`src/rtl/bsg_plru_stat_mem_ctrl_if.sv`:
```
// Bundle of the cache-side request/result handshakes and the stat-memory port
// for bsg_plru_stat_mem_ctrl. slave = controller view, master = environment view.
interface bsg_plru_stat_mem_ctrl_if #(
  parameter int sets_p = 64,
  parameter int ways_p = 8
);
  localparam int lg_sets_lp = $clog2(sets_p);
  localparam int lg_ways_lp = $clog2(ways_p);

  logic                  touch_v_i;
  logic [lg_sets_lp-1:0] touch_set_i;
  logic [lg_ways_lp-1:0] touch_way_i;
  logic                  touch_ready_o;
  logic                  victim_v_i;
  logic [lg_sets_lp-1:0] victim_set_i;
  logic                  victim_ready_o;
  logic                  victim_v_o;
  logic [lg_ways_lp-1:0] victim_way_o;
  logic                  victim_yumi_i;
  logic                  mem_v_o;
  logic                  mem_w_o;
  logic [lg_sets_lp-1:0] mem_addr_o;
  logic [ways_p-2:0]     mem_data_o;
  logic [ways_p-2:0]     mem_w_mask_o;
  logic [ways_p-2:0]     mem_data_i;

  modport slave (
    input  touch_v_i, touch_set_i, touch_way_i, victim_v_i, victim_set_i,
           victim_yumi_i, mem_data_i,
    output touch_ready_o, victim_ready_o, victim_v_o, victim_way_o,
           mem_v_o, mem_w_o, mem_addr_o, mem_data_o, mem_w_mask_o
  );

  modport master (
    output touch_v_i, touch_set_i, touch_way_i, victim_v_i, victim_set_i,
           victim_yumi_i, mem_data_i,
    input  touch_ready_o, victim_ready_o, victim_v_o, victim_way_o,
           mem_v_o, mem_w_o, mem_addr_o, mem_data_o, mem_w_mask_o
  );
endinterface

```
`src/rtl/bsg_plru_stat_mem_ctrl.sv`:
```
// Tree pseudo-LRU controller in front of a bit-masked 1RW stat memory:
// clears the memory after reset, turns touches into masked writes and victims into read+decode.
module bsg_plru_stat_mem_ctrl #(
  parameter int sets_p = 64,
  parameter int ways_p = 8
) (
  input logic                   clk_i,
  input logic                   reset_i,
  bsg_plru_stat_mem_ctrl_if.slave bus
);
  localparam int unsigned lg_sets_lp = $clog2(sets_p);
  localparam int unsigned lg_ways_lp = $clog2(ways_p);

  typedef enum logic [1:0] {INIT, IDLE, RD_WAIT, OUT} state_e;

  state_e                r_state;
  logic [lg_sets_lp-1:0] r_cnt;
  logic                  r_victim_v;
  logic [lg_ways_lp-1:0] r_victim_way;

  logic [ways_p-2:0]     w_touch_mask;
  logic [ways_p-2:0]     w_touch_data;
  logic [lg_ways_lp-1:0] w_tshift;
  logic [lg_ways_lp-1:0] w_tnode;
  logic [lg_ways_lp-1:0] w_dnode;
  logic [lg_ways_lp-1:0] w_dec_way;
  logic                  w_dbit;
  logic                  w_touch_acc;
  logic                  w_victim_acc;

  // Level l of the path: the node index is the level base plus the way's top l bits.
  always_comb begin
    w_touch_mask = '0;
    w_touch_data = '0;
    w_tshift     = '0;
    w_tnode      = '0;
    for (int unsigned l = 0; l < lg_ways_lp; l++) begin
      w_tshift = bus.touch_way_i >> (lg_ways_lp - 1 - l);
      w_tnode  = lg_ways_lp'((32'd1 << l) - 32'd1) + (w_tshift >> 1);
      w_touch_mask[w_tnode] = 1'b1;
      w_touch_data[w_tnode] = ~w_tshift[0];
    end
  end

  always_comb begin
    w_dnode   = '0;
    w_dec_way = '0;
    w_dbit    = 1'b0;
    for (int unsigned l = 0; l < lg_ways_lp; l++) begin
      w_dbit    = bus.mem_data_i[w_dnode];
      w_dec_way = (w_dec_way << 1) | lg_ways_lp'(w_dbit);
      w_dnode   = (w_dnode << 1) + lg_ways_lp'(1) + lg_ways_lp'(w_dbit);
    end
  end

  assign w_touch_acc  = ~reset_i & bus.touch_v_i & ((r_state == IDLE) | (r_state == OUT));
  assign w_victim_acc = ~reset_i & ~bus.touch_v_i & bus.victim_v_i & (r_state == IDLE);

  always_comb begin
    bus.touch_ready_o  = ~reset_i & ((r_state == IDLE) | (r_state == OUT));
    bus.victim_ready_o = ~reset_i & ~bus.touch_v_i & (r_state == IDLE);
    bus.mem_v_o        = 1'b0;
    bus.mem_w_o        = 1'b0;
    bus.mem_addr_o     = '0;
    bus.mem_data_o     = '0;
    bus.mem_w_mask_o   = '0;
    if (~reset_i && r_state == INIT) begin
      bus.mem_v_o      = 1'b1;
      bus.mem_w_o      = 1'b1;
      bus.mem_addr_o   = r_cnt;
      bus.mem_w_mask_o = '1;
    end else if (w_touch_acc) begin
      bus.mem_v_o      = 1'b1;
      bus.mem_w_o      = 1'b1;
      bus.mem_addr_o   = bus.touch_set_i;
      bus.mem_data_o   = w_touch_data;
      bus.mem_w_mask_o = w_touch_mask;
    end else if (w_victim_acc) begin
      bus.mem_v_o      = 1'b1;
      bus.mem_addr_o   = bus.victim_set_i;
    end
  end

  assign bus.victim_v_o   = r_victim_v;
  assign bus.victim_way_o = r_victim_way;

  always_ff @(posedge clk_i) begin
    if (reset_i) begin
      r_state      <= INIT;
      r_cnt        <= '0;
      r_victim_v   <= 1'b0;
      r_victim_way <= '0;
    end else begin
      case (r_state)
        INIT: begin
          r_cnt <= r_cnt + 1'b1;
          if (r_cnt == lg_sets_lp'(sets_p - 1)) r_state <= IDLE;
        end
        IDLE: if (w_victim_acc) r_state <= RD_WAIT;
        RD_WAIT: begin
          r_victim_way <= w_dec_way;
          r_victim_v   <= 1'b1;
          r_state      <= OUT;
        end
        OUT: if (bus.victim_yumi_i) begin
          r_victim_v <= 1'b0;
          r_state    <= IDLE;
        end
        default: r_state <= INIT;
      endcase
    end
  end
endmodule

```
`src/flat_wrapper.sv`:
```
// flat-port wrapper written by rule: the top's interface ports become plain ports
module bsg_plru_stat_mem_ctrl_flat 
#(
  parameter int sets_p = 64,
  parameter int ways_p = 8
)
  (clk_i, reset_i, bus_touch_v_i, bus_touch_set_i, bus_touch_way_i, bus_victim_v_i, bus_victim_set_i, bus_victim_yumi_i, bus_mem_data_i, bus_touch_ready_o, bus_victim_ready_o, bus_victim_v_o, bus_victim_way_o, bus_mem_v_o, bus_mem_w_o, bus_mem_addr_o, bus_mem_data_o, bus_mem_w_mask_o);
  bsg_plru_stat_mem_ctrl_if #(.sets_p(sets_p), .ways_p(ways_p)) bus_i ();
  input logic clk_i;
  input logic reset_i;
  input wire logic [$bits(bus_i.touch_v_i)-1:0] bus_touch_v_i;
  input wire logic [$bits(bus_i.touch_set_i)-1:0] bus_touch_set_i;
  input wire logic [$bits(bus_i.touch_way_i)-1:0] bus_touch_way_i;
  input wire logic [$bits(bus_i.victim_v_i)-1:0] bus_victim_v_i;
  input wire logic [$bits(bus_i.victim_set_i)-1:0] bus_victim_set_i;
  input wire logic [$bits(bus_i.victim_yumi_i)-1:0] bus_victim_yumi_i;
  input wire logic [$bits(bus_i.mem_data_i)-1:0] bus_mem_data_i;
  output wire logic [$bits(bus_i.touch_ready_o)-1:0] bus_touch_ready_o;
  output wire logic [$bits(bus_i.victim_ready_o)-1:0] bus_victim_ready_o;
  output wire logic [$bits(bus_i.victim_v_o)-1:0] bus_victim_v_o;
  output wire logic [$bits(bus_i.victim_way_o)-1:0] bus_victim_way_o;
  output wire logic [$bits(bus_i.mem_v_o)-1:0] bus_mem_v_o;
  output wire logic [$bits(bus_i.mem_w_o)-1:0] bus_mem_w_o;
  output wire logic [$bits(bus_i.mem_addr_o)-1:0] bus_mem_addr_o;
  output wire logic [$bits(bus_i.mem_data_o)-1:0] bus_mem_data_o;
  output wire logic [$bits(bus_i.mem_w_mask_o)-1:0] bus_mem_w_mask_o;
  assign bus_i.touch_v_i = bus_touch_v_i;
  assign bus_i.touch_set_i = bus_touch_set_i;
  assign bus_i.touch_way_i = bus_touch_way_i;
  assign bus_i.victim_v_i = bus_victim_v_i;
  assign bus_i.victim_set_i = bus_victim_set_i;
  assign bus_i.victim_yumi_i = bus_victim_yumi_i;
  assign bus_i.mem_data_i = bus_mem_data_i;
  assign bus_touch_ready_o = bus_i.touch_ready_o;
  assign bus_victim_ready_o = bus_i.victim_ready_o;
  assign bus_victim_v_o = bus_i.victim_v_o;
  assign bus_victim_way_o = bus_i.victim_way_o;
  assign bus_mem_v_o = bus_i.mem_v_o;
  assign bus_mem_w_o = bus_i.mem_w_o;
  assign bus_mem_addr_o = bus_i.mem_addr_o;
  assign bus_mem_data_o = bus_i.mem_data_o;
  assign bus_mem_w_mask_o = bus_i.mem_w_mask_o;
  bsg_plru_stat_mem_ctrl #(.sets_p(sets_p), .ways_p(ways_p)) u_core (.clk_i(clk_i), .reset_i(reset_i), .bus(bus_i));
endmodule
```
`config.mk`:
```
export PLATFORM = sky130hd
export DESIGN_NAME = bsg_plru_stat_mem_ctrl_flat
export DESIGN_NICKNAME = d
export VERILOG_FILES = /design/src/rtl/bsg_plru_stat_mem_ctrl_if.sv /design/src/rtl/bsg_plru_stat_mem_ctrl.sv /design/src/flat_wrapper.sv
export SDC_FILE = /design/constraint.sdc
export NUM_CORES = 1
export LEC_CHECK = 0
export CAP_MARGIN = 10
export CELL_PAD_IN_SITES_DETAIL_PLACEMENT = 1
export CELL_PAD_IN_SITES_GLOBAL_PLACEMENT = 2
export CORE_MARGIN = 5
export CORE_UTILIZATION = 21
export CTS_CLUSTER_DIAMETER = 60
export DETAILED_ROUTE_END_ITERATION = 7
export GPL_ROUTABILITY_DRIVEN = 0
export GPL_TIMING_DRIVEN = 0
export HOLD_SLACK_MARGIN = 0.12
export MAX_ROUTING_LAYER = met4
export PLACE_DENSITY = 0.81
export SYNTH_ARGS = -nofsm -noshare
export SYNTH_HDL_FRONTEND = slang
export SYNTH_SLANG_ARGS = --single-unit
```
`constraint.sdc`:
```
create_clock -name clk_i -period 2.85 [get_ports clk_i]
set_input_delay 0.57 -clock clk_i [delete_from_list [all_inputs] [get_ports clk_i]]
set_output_delay 0.57 -clock clk_i [all_outputs]
set_load 0.01 [all_outputs]
```
==> impl_summary.log, run 1 <==
INFO  metric critical_path_buf_inv_count = 3
INFO  metric drv_slew = 0
INFO  metric io_buffers = 53
INFO  metric number_of_diodes = 0
INFO  metric h-tree-depth = 1
INFO  metric slew_headroom = 71.53%
INFO  metric worst_ep_required_time = 2.28 ns
INFO  metric die_area = 6308 um2
INFO  metric postPlaceCellArea = 1610 um2
INFO  metric synth_seq_cells = 12
INFO  metric post_synth_fa_ha_maj_area_fraction = 12.36%
INFO  metric drc = 0
INFO  metric vdd_ir_drop_max = 0.2699 mV
INFO  metric synth-compound-area-share = 18.17%
INFO  metric detailedRoute.firstIterationViolations = 26
INFO  metric routed_wl = 3595 um
INFO  metric critical-path-top-cell-by-count = nand2_1
INFO  metric setup_viol_count_final = 0
INFO  metric postLayoutCoreUtil = between 30% and 40%
INFO  metric post_synth_xor_area_fraction = between 3 and 4%
INFO  metric max_cap_viol_count = 0
INFO  metric ys.warnings.count = 0
INFO  metric crit_path_max_incr_delay = 0.53 ns
INFO  metric firstDrtPassIters = 4
INFO  metric finalNonFillerCells = ~250
INFO  metric top_level_ports = 55
INFO  metric post_synthesis_to_final_layout_area_growth = 71.32%
INFO  metric final_design_area_no_fill = 1734 um2
INFO  metric finalHoldViolations = 0
INFO  metric vias_in_the_first_global_route = 1248
INFO  metric clkLatencyLatePin = 0.24 ns
INFO  metric critical_path.startpoint_type = primary input
INFO  metric floorplan.die.width = 79.43 um
INFO  metric viasPerCell = 4.688
INFO  metric final_layout_size_suffix_gt1_share = 15.54%
INFO  metric grt_antenna_before_repair = 0
INFO  metric maximum_achievable_frequency = approximately 370 MHz
INFO  metric critical_path.cell_chain = clkdlybuf4s15_1, inv_1, ha_2, nand2_1, o21ai_0, nand2_1, nand2_1, clkdlybuf4s50_1
INFO  metric placement_rows = 25
INFO  metric coreArea = 4692 um2
INFO  metric die_h = roughly 80 um
INFO  metric synth_top_family_by_area = simple AND/OR/NAND/NOR gates
INFO  metric status = completed
INFO  metric wire_per_inst = between 10 and 15 um
INFO  metric yosysSeqAreaShare = approximately a quarter
INFO  metric clock-root-buffer = clkbuf_8
INFO  metric worst_path_dominant_cell_family = buffers and inverters
INFO  metric final_min_period = 2.725 ns
INFO  metric grt_max_degree = 11
INFO  metric synth_cell_types = 36
INFO  metric tightestPinTransition = 0.4271 ns
INFO  metric timing.setup.critical_path_class = primary input to primary output
INFO  metric largest_buffer_count_on_any_clock_path = 2
INFO  metric worstHoldPathType = flip-flop to flip-flop
INFO  metric hpwl = 2883 um
INFO  metric fillCellCount = 564
INFO  metric starting_density = between 20 and 25%
INFO  metric post_synthesis_mux_area_share = 5.439%
INFO  metric postSynthNetCount = 168
INFO  metric post_synth_and_or_nand_nor_area_fraction = 31.03%
INFO  metric timing.clock.skew = 0.005459 ns
INFO  metric place_inst = 238
INFO  metric cts_made_buffers = 3
INFO  metric cts.clk_slew.worst_paths = 0.06 ns
INFO  metric grt_setup_unrepaired = false
INFO  metric postRouteAntennaNets = 0
INFO  metric cts.hold.buffers_added = 0
INFO  metric syn_avg_cell_area = 7.727 um2
INFO  metric grt_usage = 11.53%
INFO  metric postSynthCellCount = roughly 130
INFO  metric grt_first_pass_wirelength = 5747 um
INFO  metric critical_path.endpoint_type = primary output
INFO  metric slowest_stage = clkdlybuf4s50_1
INFO  metric syn_area = 1012 um2
INFO  metric arrival_time_reported_for_the_critical_path_endpoint = 2.15 ns
INFO  metric final_cycle_utilization_of_the_critical_path = 95.60%
INFO  metric vias = 1158
INFO  metric power_density_over_the_cells = 273.3 nW/um2
INFO  metric tritoncts_clock_tree = done
INFO  metric overflow = 0
INFO  metric clock-sinks = 12
INFO  metric worst-path-max-fanout = 5
INFO  metric leakagePower = around 0.00072 uW
INFO  metric num-nets-final = 231
-- kinds of logic (layout without fill, tap and decap cells) --
group,after synthesis,after routing
AND/OR/NAND/NOR,64,64
AO/OA/AOI/OAI,23,23
buffers and inverters,13,75
flip-flops,12,12
adder cells (fa/ha/maj),10,10
multiplexers,5,5
XOR/XNOR,4,4
-- flip-flops by register name, indices dropped and copies added, names as in the netlist --
signal                   cells
u_core.bus.victim_way_o      3
u_core.r_state               2
u_core.r_cnt                 6
u_core.bus.victim_v_o        1
-- cell type report --
type | instances | area (um2) | share of cell area [%]
Buffer | 6 | 33.78 | 1.948
Clock buffer | 4 | 55.05 | 3.175
Inverter | 7 | 26.28 | 1.515
Multi-Input combinational cell | 106 | 749.5 | 43.22
Sequential cell | 12 | 241.5 | 13.93
Tap cell | 54 | 67.56 | 3.896
Timing Repair Buffer | 58 | 560.5 | 32.32
-- synthesized netlist by cell type --
| master | instances | area, um2 |
|---|---|---|
| xnor2_1 | 1 | 8.760 |
| o21ba_2 | 1 | 10.01 |
| or3_1 | 1 | 6.260 |
| a211oi_1 | 1 | 7.510 |
| a31oi_1 | 1 | 6.260 |
| a21oi_1 | 2 | 10.01 |
| o31ai_1 | 1 | 7.510 |
| nor4_1 | 1 | 6.260 |
| and3_1 | 4 | 25.02 |
| a221o_1 | 6 | 60.06 |
| nor2b_1 | 2 | 12.51 |
| nand3_1 | 2 | 10.01 |
| nor3_1 | 1 | 5.000 |
| nand2b_1 | 4 | 25.02 |
| a2bb2oi_1 | 1 | 8.760 |
| nand2_1 | 20 | 75.07 |
| or3b_2 | 1 | 8.760 |
| nor2_1 | 15 | 56.30 |
| and2_1 | 9 | 56.30 |
| o21ai_0 | 4 | 20.02 |
| buf_2 | 2 | 10.01 |
| buf_4 | 2 | 15.01 |
| nor3b_1 | 2 | 15.01 |
| a21boi_0 | 2 | 15.01 |
| nand4_1 | 2 | 12.51 |
| o22ai_1 | 1 | 6.260 |
| mux2_4 | 1 | 15.01 |
| dfxtp_1 | 12 | 240.2 |
| a221oi_1 | 1 | 8.760 |
| mux2i_1 | 4 | 40.04 |
| clkbuf_1 | 2 | 7.510 |
| a2111oi_2 | 1 | 15.01 |
| a2111oi_0 | 1 | 8.760 |
| xor2_1 | 3 | 26.28 |
| ha_1 | 10 | 125.1 |
| inv_1 | 7 | 26.28 |
-- layer usage --
layer  vias to the layer above  global-route usage, %  wire length (um)
met5                         -                      -                 0
met4                         0                  1.546                14
met3                         2                  3.047               176
met2                        32                  20.45              1820
met1                       544                  13.35              1584
li1                        580                      -                 -
-- worst paths after layout --
check	start	end	slack [ns]	depth (start not counted)
setup reg to reg	u_core.r_state[0]	u_core.r_state[1]	0.88	6
setup / recovery	bus_touch_way_i[2]	bus_mem_w_mask_o[1]	0.13	8
hold reg to reg	u_core.bus.victim_way_o[1]	u_core.bus.victim_way_o[1]	0.49	2
hold / removal	u_core.bus.victim_way_o[1]	u_core.bus.victim_way_o[1]	0.49	2
-- layout by cell type, fill, tap and decap left out, types with 2 or more instances in the layout --
cell,count
a21oi_1,2
and3_1,4
nand2_1,19
dfxtp_1,11
o21ai_0,4
a2111oi_2,2
ha_1,8
nand4_1,2
a21boi_0,2
dlygate4sd2_1,5
buf_2,2
ha_2,2
clkbuf_2,2
nor2_1,12
nor2_2,2
mux2i_1,4
xor2_1,3
clkbuf_8,4
nor2b_1,2
and2_1,9
nand3_1,2
clkdlybuf4s50_1,44
inv_1,7
buf_4,7
a221o_1,6
nand2b_1,4
-- per-stage QoR --
| stage | total power [uW] | setup TNS [ns] | setup slack (ns) | hold WS [ns] |
|---|---|---|---|---|
| floorplan | 224.9 | 0 | 0.5188 | 0.4714 |
| global placement | 289.6 | -2.265 | -0.4622 | 0.4795 |
| detailed placement | 292.6 | -2.478 | -0.5314 | 0.4902 |
| CTS | 478.5 | 0 | 0.005628 | 0.5007 |
| global route | 496.8 | 0 | 0.01316 | 0.5203 |
| finish | 474.0 | 0 | 0.1254 | 0.4937 |
-- what timing repair did --
action / CTS / global route
gates resized for setup: 18 / 11
gates cloned: 0 / 0
buffers inserted: 4 / 1
endpoints found under the setup margin: 8 / 12
pin swaps: 2 / 2
endpoints found under the hold margin: 0 / 0
-- where the power goes --
part | leakage (uW) | total (uW) | switching (uW) | internal (uW)
Sequential | 0.0000978 | 177 | 4.84 | 172
Combinational | 0.000594 | 112 | 47.0 | 64.9
Clock | 0.0000288 | 185 | 63.5 | 122
-- worst register-to-register path: stages (launching register included) --
cell and delay [ns]:
dfxtp_1 0.36, inv_1 0.09, ha_1 0.24, buf_2 0.22
a221oi_1 0.37, a21boi_0 0.39, mux2i_1 0.23
Note: power is estimated with default switching activity, not from simulation.
==> run 2: changes to the inputs <==
--- a/config.mk
+++ b/config.mk
@@ -8,7 +8,7 @@
 export CAP_MARGIN = 10
 export CELL_PAD_IN_SITES_DETAIL_PLACEMENT = 1
 export CELL_PAD_IN_SITES_GLOBAL_PLACEMENT = 2
-export CORE_MARGIN = 5
+export CORE_MARGIN = 2
 export CORE_UTILIZATION = 21
 export CTS_CLUSTER_DIAMETER = 60
 export DETAILED_ROUTE_END_ITERATION = 7
==> run 2 against run 1 <==
Total power is 6.9% lower; worst setup slack worse by 0.024 ns; clock power is 17% lower; flip-flop and latch count stayed put; routed wire length is 7.6% lower; die area is 15% lower; sequential share of layout area is 0.38 points higher; critical path type is now flip-flop to primary output; largest power group is now sequential cells.
==> impl_summary.log, run 2 (synthesis gave the netlist of run 1 again) <==
INFO  metric status = completed
INFO  metric clkLatencyLatePin = 0.24 ns (about the same)
INFO  metric timing.setup.critical_path_class = flip-flop to primary output
INFO  metric layout.cells.most_common_list = 45 x clkdlybuf4s50_1, 18 x nand2_1, 13 x nor2_1
INFO  metric top_level_ports = 55 (unchanged)
INFO  metric leakagePower = 0.0006985 uW (-3.0%)
INFO  metric h-tree-depth = 1 (unchanged)
INFO  metric setup_viol_count_final = 0 (unchanged)
INFO  metric power = 441.5 uW (-6.9%)
INFO  metric post_synthesis_to_final_layout_area_growth = 66.75%
INFO  metric critical_path.startpoint_type = flip-flop
INFO  metric finalHoldViolations = 0 (unchanged)
INFO  metric wire_per_inst = 13.67 um (-6.0%)
INFO  metric grt_antenna_before_repair = 0 (unchanged)
INFO  metric cts_made_buffers = 3 (unchanged)
INFO  metric vdd_ir_drop_max = 0.2067 mV (-23%)
INFO  metric worst-path-max-fanout = 9 (+4)
INFO  metric grt_setup_unrepaired = false
INFO  metric cts.clk_slew.worst_paths = 0.05 ns (about the same)
INFO  metric viasPerCell = 4.671 (-0.37%)
INFO  metric layout.cells.most_common = clkdlybuf4s50_1
INFO  metric power_density_over_the_cells = 261.6 nW/um2 (-4.3%)
INFO  metric die_h = 73.43 um (-7.6%)
INFO  metric overflow = 0 (unchanged)
INFO  metric final.hold.worst_slack = 0.4853 ns (-0.008389 ns)
INFO  metric slew_headroom = 69.52% (-2.0 points)
INFO  metric drc = 0 (unchanged)
INFO  metric floorplan.die.width = 73.43 um (-7.6%)
INFO  metric postRouteAntennaNets = 0 (unchanged)
INFO  metric finalWorstSetupSlack = 0.1010 ns (-0.02436 ns)
INFO  metric routed_wl = 3323 um (-7.6%)
INFO  metric detailedRoute.firstIterationViolations = 68 (+160%)
INFO  metric io_buffers = 53 (unchanged)
INFO  metric ff2ff_setup_slack = 0.92 ns (+0.04 ns)
INFO  metric place_inst = 238 (unchanged)
INFO  metric clock-root-buffer = clkbuf_8
INFO  metric worst_ep_required_time = 2.28 ns (about the same)
INFO  metric tightestPinTransition = 0.4573 ns (+0.03020 ns)
INFO  metric num-nets-final = 228 (-1.3%)
INFO  metric hpwl = 2748 um (-4.7%)
INFO  metric maximum_achievable_frequency = 363.8 MHz (-0.89%)
INFO  metric grt_first_pass_wirelength = 5340 um (-7.1%)
INFO  metric vias_in_the_first_global_route = 1142 (-8.5%)
INFO  metric final_layout_size_suffix_gt1_share = 12.17% (-3.4 points)
INFO  metric placement_rows = 25 (unchanged)
INFO  metric coreArea = 4692 um2 (unchanged)
INFO  metric drv_slew = 0 (unchanged)
INFO  metric max_cap_viol_count = 0 (unchanged)
INFO  metric grt_usage = 12.75% (+1.2 points)
INFO  metric vias = 1135 (-2.0%)
INFO  metric worstHoldPathType = flip-flop to flip-flop
INFO  metric finalNonFillerCells = 243 (-1.6%)
INFO  metric largest_register_ffs = 6 (unchanged)
INFO  metric die_area = 5391 um2 (-15%)
INFO  metric final_cycle_utilization_of_the_critical_path = 96.46% (+0.85 points)
INFO  metric firstDrtPassIters = 4 (unchanged)
INFO  metric timing.clock.skew = 0.001503 ns (-0.003956 ns)
INFO  metric tritoncts_clock_tree = done
INFO  metric largest_buffer_count_on_any_clock_path = 2 (unchanged)
INFO  metric tns = 0 ns (unchanged)
INFO  metric top_register = u_core.r_cnt
INFO  metric post-place-ws = -0.4416 ns (+0.08982 ns)
INFO  metric critical_path.endpoint_type = primary output
INFO  metric arrival_time_reported_for_the_critical_path_endpoint = 2.18 ns (+0.03 ns)
INFO  metric grt_max_degree = 11 (unchanged)
INFO  metric number_of_diodes = 0 (unchanged)
INFO  metric starting_density = 21.57% (unchanged)
INFO  metric clock-sinks = 12 (unchanged)
INFO  metric final_min_period = 2.749 ns (+0.02436 ns)
-- run 2: routing by layer --
layer,part of all wire [%],vias up,routed length [um],global-route usage (%)
li1,-,574,-,-
met1,44,526,1460,15.69
met2,50,35,1654,22.52
met3,6.3,0,208,2.743
met4,0,0,0,0.6061
met5,0,-,0,-
-- run 2: final timing paths --
check	startpoint	endpoint	cells after the start
worst min-delay path	u_core.bus.victim_way_o[0]	u_core.bus.victim_way_o[0]	2
worst max register to register	u_core.r_state[0]	u_core.r_state[1]	6
worst max-delay path	u_core.r_state[1]	bus_mem_addr_o[2]	8
worst min register to register	u_core.bus.victim_way_o[0]	u_core.bus.victim_way_o[0]	2
-- run 2: per-stage QoR --
stage               util, %  cell area (um2)
detailed placement    34.32             1610
floorplan                 -             1012
CTS                   35.68             1674
global placement      34.32             1610
finish                35.97             1688
global route          35.97             1688
-- run 2: power breakdown --
part           total (uW)  switching (uW)  leakage (uW)  internal [uW]
Clock                 154            61.3     0.0000216           93.1
Sequential            177            5.03     0.0000978            172
Combinational         110            45.4      0.000579           64.9
Total                 441             112      0.000699            330
-- run 2: layout make-up --
| type | count | area (um2) |
|---|---|---|
| multi-input cells | 106 | 740.7 |
| repair buffers | 55 | 536.8 |
| inverters | 7 | 26.28 |
| plain buffers | 6 | 33.78 |
| fillers | 567 | 3004 |
| flip-flops and latches | 12 | 241.5 |
| clock buffers | 3 | 41.29 |
| well taps | 54 | 67.56 |
-- run 2: worst max-delay path, stage by stage, from the launching register on --
cell and delay, ns:
dfxtp_2 0.35, inv_1 0.07, ha_1 0.22, o21ba_2 0.23
and2_1 0.15, buf_2 0.17, and3_1 0.20, a221o_1 0.26
dlygate4sd2_1 0.28
-- run 2: repair_timing --
| item | 4_1_cts | 5_1_grt |
|---|---|---|
| setup endpoints to repair | 8 | 11 |
| buffers inserted | 1 | 1 |
| gates resized for setup | 14 | 9 |
| hold buffers | 0 | 0 |
